`config.mk`:
```
export PLATFORM = sky130hd
export DESIGN_NAME = quiz_round_ctrl_flat
export DESIGN_NICKNAME = d
export VERILOG_FILES = /design/src/rtl/quiz_round_ctrl_if.sv /design/src/rtl/quiz_round_ctrl.sv /design/src/flat_wrapper.sv
export SDC_FILE = /design/constraint.sdc
export NUM_CORES = 1
export LEC_CHECK = 0
export CAP_MARGIN = 20
export CORE_MARGIN = 3
export CORE_UTILIZATION = 40
export CTS_BUF_LIST = sky130_fd_sc_hd__clkbuf_8
export DETAILED_ROUTE_END_ITERATION = 12
export PLACE_DENSITY = 0.66
export SYNTH_ARGS = -nofsm -noshare
export SYNTH_HDL_FRONTEND = slang
export SYNTH_SLANG_ARGS = --single-unit
```
`constraint.sdc`:
```
create_clock -name iClk -period 1.9 [get_ports iClk]
set_input_delay 0.38 -clock iClk [delete_from_list [all_inputs] [get_ports iClk]]
set_output_delay 0.38 -clock iClk [all_outputs]
set_load 0.02 [all_outputs]
```
`src/rtl/quiz_round_ctrl_if.sv`:
```
// Handshake and data bundle between the quiz sequencer, the player inputs,
// the question ROM and the score display.
interface quiz_round_ctrl_if #(
    parameter int unsigned ADDR_W = 4
);
    logic              iStart;
    logic              iSubmit;
    logic [7:0]        iSW;
    logic [7:0]        iMemData;
    logic [ADDR_W-1:0] oAddr;
    logic [3:0]        oRU;
    logic [3:0]        oRD;
    logic              oHit;
    logic              oMiss;
    logic              oBusy;
    logic              oDone;

    modport master (
        output iStart, iSubmit, iSW, iMemData,
        input  oAddr, oRU, oRD, oHit, oMiss, oBusy, oDone
    );

    modport slave (
        input  iStart, iSubmit, iSW, iMemData,
        output oAddr, oRU, oRD, oHit, oMiss, oBusy, oDone
    );
endinterface

```
`src/rtl/quiz_round_ctrl.sv`:
```
// Round sequencer for the switch-versus-memory match game: walks the question
// ROM, collects one answer (or a timeout) per question and keeps a BCD hit score.
module quiz_round_ctrl #(
    parameter int unsigned ADDR_W  = 4,
    parameter int unsigned NUM_Q   = 10,
    parameter int unsigned TIMEOUT = 50000000
) (
    input logic             iClk,
    input logic             iRst,
    quiz_round_ctrl_if.slave bus
);
    localparam int unsigned CNT_W = $clog2(TIMEOUT);
    localparam logic [ADDR_W-1:0] LAST_ADDR = ADDR_W'(NUM_Q - 1);
    localparam logic [CNT_W-1:0]  LAST_CNT  = CNT_W'(TIMEOUT - 1);

    typedef enum logic [2:0] {
        IDLE,
        FETCH,
        WAIT_MEM,
        ANSWER,
        CHECK,
        DONE
    } stateT;

    stateT             state, stateNext;
    logic [ADDR_W-1:0] addr, addrNext;
    logic [3:0]        ru, ruNext;
    logic [3:0]        rd, rdNext;
    logic              hit, hitNext;
    logic              miss, missNext;
    logic              busy, busyNext;
    logic              done, doneNext;
    logic [CNT_W-1:0]  cnt, cntNext;
    logic [7:0]        expVal, expNext;
    logic [7:0]        ansVal, ansNext;
    logic              forcedMiss, forcedNext;

    // State and output registers
    always_ff @(posedge iClk or negedge iRst) begin
        if (!iRst) begin
            state      <= IDLE;
            addr       <= '0;
            ru         <= '0;
            rd         <= '0;
            hit        <= 1'b0;
            miss       <= 1'b0;
            busy       <= 1'b0;
            done       <= 1'b0;
            cnt        <= '0;
            expVal     <= '0;
            ansVal     <= '0;
            forcedMiss <= 1'b0;
        end else begin
            state      <= stateNext;
            addr       <= addrNext;
            ru         <= ruNext;
            rd         <= rdNext;
            hit        <= hitNext;
            miss       <= missNext;
            busy       <= busyNext;
            done       <= doneNext;
            cnt        <= cntNext;
            expVal     <= expNext;
            ansVal     <= ansNext;
            forcedMiss <= forcedNext;
        end
    end

    // Next-state and next-output logic
    always_comb begin
        stateNext  = state;
        addrNext   = addr;
        ruNext     = ru;
        rdNext     = rd;
        hitNext    = 1'b0;
        missNext   = 1'b0;
        cntNext    = cnt;
        expNext    = expVal;
        ansNext    = ansVal;
        forcedNext = forcedMiss;

        case (state)
            IDLE, DONE: begin
                if (bus.iStart) begin
                    stateNext = FETCH;
                    addrNext  = '0;
                    ruNext    = '0;
                    rdNext    = '0;
                end
            end
            FETCH: stateNext = WAIT_MEM;
            WAIT_MEM: begin
                expNext    = bus.iMemData;
                cntNext    = '0;
                forcedNext = 1'b0;
                stateNext  = ANSWER;
            end
            ANSWER: begin
                // A submit in the final timeout cycle still counts as an answer
                if (bus.iSubmit) begin
                    ansNext    = bus.iSW;
                    forcedNext = 1'b0;
                    stateNext  = CHECK;
                end else if (cnt == LAST_CNT) begin
                    forcedNext = 1'b1;
                    stateNext  = CHECK;
                end else begin
                    cntNext = cnt + CNT_W'(1);
                end
            end
            CHECK: begin
                if (!forcedMiss && (ansVal == expVal)) begin
                    hitNext = 1'b1;
                    if (ru == 4'd9) begin
                        if (rd != 4'd9) begin
                            ruNext = 4'd0;
                            rdNext = rd + 4'd1;
                        end
                    end else begin
                        ruNext = ru + 4'd1;
                    end
                end else begin
                    missNext = 1'b1;
                end
                if (addr == LAST_ADDR) begin
                    stateNext = DONE;
                end else begin
                    addrNext  = addr + ADDR_W'(1);
                    stateNext = FETCH;
                end
            end
            default: stateNext = IDLE;
        endcase

        busyNext = (stateNext != IDLE) && (stateNext != DONE);
        doneNext = (stateNext == DONE);
    end

    assign bus.oAddr = addr;
    assign bus.oRU   = ru;
    assign bus.oRD   = rd;
    assign bus.oHit  = hit;
    assign bus.oMiss = miss;
    assign bus.oBusy = busy;
    assign bus.oDone = done;
endmodule

```
`src/flat_wrapper.sv`:
```
// flat-port wrapper written by rule: the top's interface ports become plain ports
module quiz_round_ctrl_flat 
#(
    parameter int unsigned ADDR_W  = 4,
    parameter int unsigned NUM_Q   = 10,
    parameter int unsigned TIMEOUT = 50000000
)
  (iClk, iRst, bus_iStart, bus_iSubmit, bus_iSW, bus_iMemData, bus_oAddr, bus_oRU, bus_oRD, bus_oHit, bus_oMiss, bus_oBusy, bus_oDone);
  quiz_round_ctrl_if #(.ADDR_W(ADDR_W)) bus_i ();
  input logic iClk;
  input logic iRst;
  input wire logic [$bits(bus_i.iStart)-1:0] bus_iStart;
  input wire logic [$bits(bus_i.iSubmit)-1:0] bus_iSubmit;
  input wire logic [$bits(bus_i.iSW)-1:0] bus_iSW;
  input wire logic [$bits(bus_i.iMemData)-1:0] bus_iMemData;
  output wire logic [$bits(bus_i.oAddr)-1:0] bus_oAddr;
  output wire logic [$bits(bus_i.oRU)-1:0] bus_oRU;
  output wire logic [$bits(bus_i.oRD)-1:0] bus_oRD;
  output wire logic [$bits(bus_i.oHit)-1:0] bus_oHit;
  output wire logic [$bits(bus_i.oMiss)-1:0] bus_oMiss;
  output wire logic [$bits(bus_i.oBusy)-1:0] bus_oBusy;
  output wire logic [$bits(bus_i.oDone)-1:0] bus_oDone;
  assign bus_i.iStart = bus_iStart;
  assign bus_i.iSubmit = bus_iSubmit;
  assign bus_i.iSW = bus_iSW;
  assign bus_i.iMemData = bus_iMemData;
  assign bus_oAddr = bus_i.oAddr;
  assign bus_oRU = bus_i.oRU;
  assign bus_oRD = bus_i.oRD;
  assign bus_oHit = bus_i.oHit;
  assign bus_oMiss = bus_i.oMiss;
  assign bus_oBusy = bus_i.oBusy;
  assign bus_oDone = bus_i.oDone;
  quiz_round_ctrl #(.ADDR_W(ADDR_W), .NUM_Q(NUM_Q), .TIMEOUT(TIMEOUT)) u_core (.iClk(iClk), .iRst(iRst), .bus(bus_i));
endmodule
```
# After elaboration in Yosys (flattened, before gate mapping)
# Index checks and enable logic that the tools add are counted.
totals:
  out_inout_bits: 16
  in_bits: 20
  wordCells: 77
  reg_bits: 62
op_classes:
  add_sub_neg: 4
  n_reduce_logical: 14
  muxes: 26
  eq_ne: 21
ops:
  columns: ["op", "n"]
  rows:
  - ["26-bit 2-to-1 mux", 2]
  - ["26-bit case mux with 2 select lines", 1]
  - ["4-bit 2-to-1 mux", 8]
  - ["26-bit by 1-bit adder with 26-bit output (second input constant)", 1]
  - ["26-bit equality test (second input constant)", 1]
  - ["4-bit case mux with 2 select lines", 3]
  - ["3-bit case mux with 5 select lines", 1]
  - ["4-bit by 1-bit adder with 4-bit output (second input constant)", 3]
  - ["3-bit 2-to-1 mux", 4]
  - ["3-bit equality test (second input constant)", 3]
  - ["4-bit equality test (second input constant)", 2]
  - ["8-bit equality test", 1]
  - ["2-bit != test (second input constant)", 4]
  - ["3-bit by 2-bit equality test with 1-bit output (second input constant)", 2]
  - ["1-bit 2-to-1 mux", 6]
  - ["2-bit by 1-bit != test with 1-bit output (second input constant)", 3]
  - ["3-bit != test (second input constant)", 2]
  - ["3-bit AND reduction", 2]
  - ["5-bit AND reduction", 1]
  - ["4-bit != test (second input constant)", 1]
  - ["2-bit AND reduction", 2]
  - ["4-bit AND reduction", 1]
  - ["2-bit nonzero test", 2]
  - ["3-bit by 1-bit equality test with 1-bit output (second input constant)", 1]
  - ["other kinds (7)", 8]

# Longest topological paths before layout
depth:
  ltp_word: 6
  depth_mapped: 8
  mapped_depth_nobuf: 7

# Worst setup path after synthesis
# OpenSTA, ideal clock, no wires.
synth_path:
  path_kind: "reg2reg"
  startpoint: "register u_core.state[1]"
  endpoint: "register u_core.rd[3] (netlist: u_core.bus.oRD[3])"
  period_less_slack_ns: 2.038
  setup_ns: 0.077
  required_time_ns: 1.823
  t_arrival_ns: 1.961
  path_buffers: 1
  path_stages_with_launch: 7
  path_slack_ns: -0.138
  path_cell_list: "dfrtp_1 > nor3b_4 > nand4_1 > or4_1 > clkbuf_2 > or4_1 > a21oi_1"
synth_between:
  elab_chain_cells: 4
  elab_cells_between_ends: 11
  cone_classes: "eq/ne: 6; mux: 1; reduce/logical: 4"
synth_lines:
  columns: ["item", "line", "rtl"]
  rows:
  - ["from (decl)", "quiz_round_ctrl.sv:25", "stateT state, stateNext;"]
  - ["from (signal assigned)", "quiz_round_ctrl.sv:54", "state <= stateNext;"]
  - ["3-bit equality test / 3-bit zero test (equally long branches)", "quiz_round_ctrl.sv:82", "case (state)"]
  - ["2-bit OR reduction", "quiz_round_ctrl.sv:82", null]
  - ["2-bit != test (no source line) / 2-bit nonzero test (equally long branches)", null, null]
  - ["5-bit AND reduction (no source line)", null, null]
  - ["to (signal assigned)", "quiz_round_ctrl.sv:57", "rd <= rdNext;"]
  - ["to (decl)", "quiz_round_ctrl.sv:28", "logic [3:0] rd, rdNext;"]
# Several ways; a longest one is shown, not always the timed one.
# A chain may end at the register's enable or synchronous reset.

# Final worst setup path
layout_path:
  startpoint: "register u_core.cnt[11]"
  endpoint: "register u_core.cnt[9]"
layout_between:
  elab_chain_cells: 3
layout_lines:
  columns: ["item", "line", "rtl"]
  rows:
  - ["from (decl)", "quiz_round_ctrl.sv:33", "logic [CNT_W-1:0] cnt, cntNext;"]
  - ["from (signal assigned)", "quiz_round_ctrl.sv:62", "cnt <= cntNext;"]
  - ["26-bit equality test", "quiz_round_ctrl.sv:104", "end else if (cnt == LAST_CNT) begin"]
  - ["2-bit != test (no source line)", null, null]
  - ["3-bit AND reduction (no source line)", null, null]
# Every way passes these cells.

==> results.tsv <==
metric	value	unit
area of the die	9158	um^2
flops & latches, synth	62	
Post-Syn Instances	331	
crit-path cells	or3_1 > or3_4 > nor3_4 > buf_6 > buf_6 > or3_1 > a21oi_1	
Worst Path Max Fanout	5	
I/O Buffers	35	
hold crit path type	reg2reg	
Die X	95.70	um
final setup fails	10	
Final Wtd Congestion	0.8231	
worst slew pin tran	447.9	ps
worst setup margin	-49.57	ps
CTS tree	done	
Max Buffers Root-to-Sink	2	
Final Hold Viols	0	
HP Start	u_core.expVal[6]$_DFFE_PN0P_	
clk sinks	62	
Critical Path RT	2130	ps
layout cell share with drive strength beyond 1	22.62	%
initial antenna violation count	0	
H-tree levels	3	
worst-case reg-to-reg path depth	7	
IR drop worst, VDD	0.0005239	V
Num CTS Buffers	9	
CORE AREA	7767	um^2
ys flop type	dfrtp_1	
# IOs	36	
GR Overflow Total	0	
first-pass GRT wire length	12010	um
via count	2802	
Post-synth EDFFs	0	
Hold Path Depth	2	
Critical Path AT	2180	ps
vias in the first global route	2621	
Max Cap Viol	0	
Die Y-Extent	95.70	um
status	finished, violations left	
max incr delay on CP	390	ps
Initial Util	41.43	%
dpl ws	-250.6	ps
yosys warns	0	
final worst path period need	1950	ps
Worst path slowest cell	dfrtp_1	
critical path startpoint category	flop	
Worst-path clk slew	70	ps
most common cell after layout, fill and taps aside	dfrtp_1	
dpl hpwl	5288	um
Max Freq	512.9	MHz
most frequent cells in the layout	dfrtp_1, nand2_1, buf_4	
Synth Area per Inst	9.722	um^2
drt wl/cell	14.83	um
Reg-to-Reg Start	u_core.cnt[11]$_DFFE_PN0P_	
R2R Setup Slk	-50	ps
largest net degree at the start of global routing	30	
Final Skew	6.580	ps
Total Nets Final	442	
Max-slew headroom	70.14	%
LEAKAGE	1.829	nW
Tcrit/Tclk final	102.6	%
Cell Pwr Density	1082	nW/um^2
Reg2Reg Capture Point	u_core.cnt[9]$_DFFE_PN0P_	
drt pass-1 iters	4	
Hold Path Sink	u_core.expVal[6]$_DFFE_PN0P_	
Seq/Total Area, Yosys	48.21	%
All-Layer GR Usage	17.04	%
synthesis-to-layout area growth	35.58	%
crit-path leading delay family	simple AND/OR/NAND/NOR gates	
RSZ-0062 raised after global routing	true	
Mapped Area	3218	um^2
failing checks	setup timing	
Ant. Diodes	0	
post-synth net total	358	
drt via density	5.368	
critical path type	reg2reg	
FFs w/ async S/R, synth	100.0	%
CP Buf/Inv Count	2	
final-report max-slew violation count	0	
Netlist cell types	44	
Iter 0 DRT Violations	105	
setup_tns	-241.7	ps
Total Wirelength	7742	um
antenna viol nets, final	0	
critical path endpoint category	flop	
DRC violations left	0	
worst-skew pair later-pin latency	350	ps
Root Buffer	clkbuf_8	
# rows	32	
[worst reg2reg max path, stage by stage, from the launching register on]
cell and delay, ps:
dfrtp_1 390, or3_1 360, or3_4 360, nor3_4 270
buf_6 160, buf_6 120, or3_1 110, a21oi_1 60
[cells in the mapped netlist, types with 2 or more instances]
cell type | count | share of area (%)
a21oi_1 | 16 | 2.5
mux2i_1 | 6 | 1.9
dfrtp_1 | 62 | 48
o31ai_1 | 13 | 3.0
xor2_1 | 8 | 2.2
nor2_1 | 20 | 2.3
or4_1 | 7 | 1.6
ha_1 | 7 | 2.7
o311ai_0 | 2 | 0.54
xnor2_1 | 11 | 3.0
o21ai_0 | 13 | 2.0
and4_1 | 2 | 0.54
and3_1 | 5 | 0.97
nand4_1 | 16 | 3.1
and2_1 | 3 | 0.58
o211ai_1 | 10 | 2.3
buf_2 | 3 | 0.47
nand3b_1 | 2 | 0.47
nand3_1 | 22 | 3.4
nor4_1 | 4 | 0.78
inv_1 | 9 | 1.0
nor3_1 | 6 | 0.93
nand2b_1 | 7 | 1.4
clkbuf_1 | 6 | 0.70
nand2_1 | 38 | 4.4
nor2b_1 | 2 | 0.39
or3_1 | 7 | 1.4
mux2_2 | 8 | 2.8
[cells by family (layout without fill, tap and decap cells)]
kind of cell / count (synthesis) / count (layout) / synth area share [%]
DFF: 62 / 62 / 48.21
buffers and inverters: 21 / 110 / 2.721
AOI/OAI and AO/OA: 59 / 59 / 11.63
xor gates and xnor gates: 19 / 19 / 5.171
adders and majority gates: 7 / 7 / 2.721
and+or+nand+nor: 149 / 149 / 24.88
muxes: 14 / 14 / 4.666
[worst max-delay path by stage]
stage                                      start                             to  slack [ps]  depth (start not counted)
CTS                 u_core.ansVal[2]$_DFFE_PN0P_  u_core.bus.oRD[3]$_DFFE_PN0P_         -50                          5
global placement                     bus_iSubmit     u_core.cnt[24]$_DFFE_PN0P_        -160                          6
global route        u_core.ansVal[3]$_DFFE_PN0P_  u_core.bus.oRD[2]$_DFFE_PN0P_        -160                          6
detailed placement                   bus_iSubmit     u_core.cnt[24]$_DFFE_PN0P_        -250                          6
floorplan              u_core.state[0]$_DFF_PN0_  u_core.bus.oRD[3]$_DFFE_PN0P_        -120                          6
finish                u_core.cnt[11]$_DFFE_PN0P_      u_core.cnt[9]$_DFFE_PN0P_         -50                          7
[registers in the layout (all words and copies together) (netlist names)]
| register | cells |
|---|---|
| u_core.ansVal | 8 |
| u_core.bus.oMiss | 1 |
| u_core.bus.oRD | 4 |
| u_core.state | 3 |
| u_core.bus.oBusy | 1 |
| u_core.expVal | 8 |
| u_core.forcedMiss | 1 |
| u_core.bus.oDone | 1 |
| u_core.bus.oRU | 4 |
| u_core.bus.oAddr | 4 |
| u_core.cnt | 26 |
| u_core.bus.oHit | 1 |
[per-layer routing]
layer,GRT usage (%),wire length (um),up-vias
met5,0,0,-
met4,6.872,127,0
met3,3.597,235,10
met2,28.20,3714,50
met1,21.71,3664,1363
li1,-,-,1379
[power breakdown]
group	switching, mW	internal, mW
clock	0.546	0.595
sequential	0.206	1.59
combinational	0.932	0.856
[stage by stage]
step           hold WS (ps)  cell area [um^2]  total power, mW  instances  utilization, %
6_report              502.7              4363            4.720        522           56.17
5_1_grt               524.0              4363            5.029        522           56.17
4_1_cts               503.2              4199            4.672        515           54.06
3_5_place_dp          365.2              3960            3.438        495           50.98
3_3_place_gp          351.1              3960            3.390        495           50.98
2_1_floorplan         84.41              3218            2.766        331               -
[what timing repair did]
action,CTS,global route
hold buffers,1,0
gates resized for setup,4,41
hold endpoints to repair,16,0
pin swaps,2,15
buffers inserted,3,4
setup endpoints to repair,9,32
cloned,0,4
[layout make-up]
cell class / count / area, um^2
timing repair buffer: 85 / 782.0
fill: 681 / 3405
multi-input combinational: 248 / 1678
clock buffer: 9 / 123.9
tap: 102 / 127.6
inverter: 9 / 33.78
clock inverter: 7 / 65.06
sequential: 62 / 1553
Note: power is estimated with default switching activity, not from simulation.
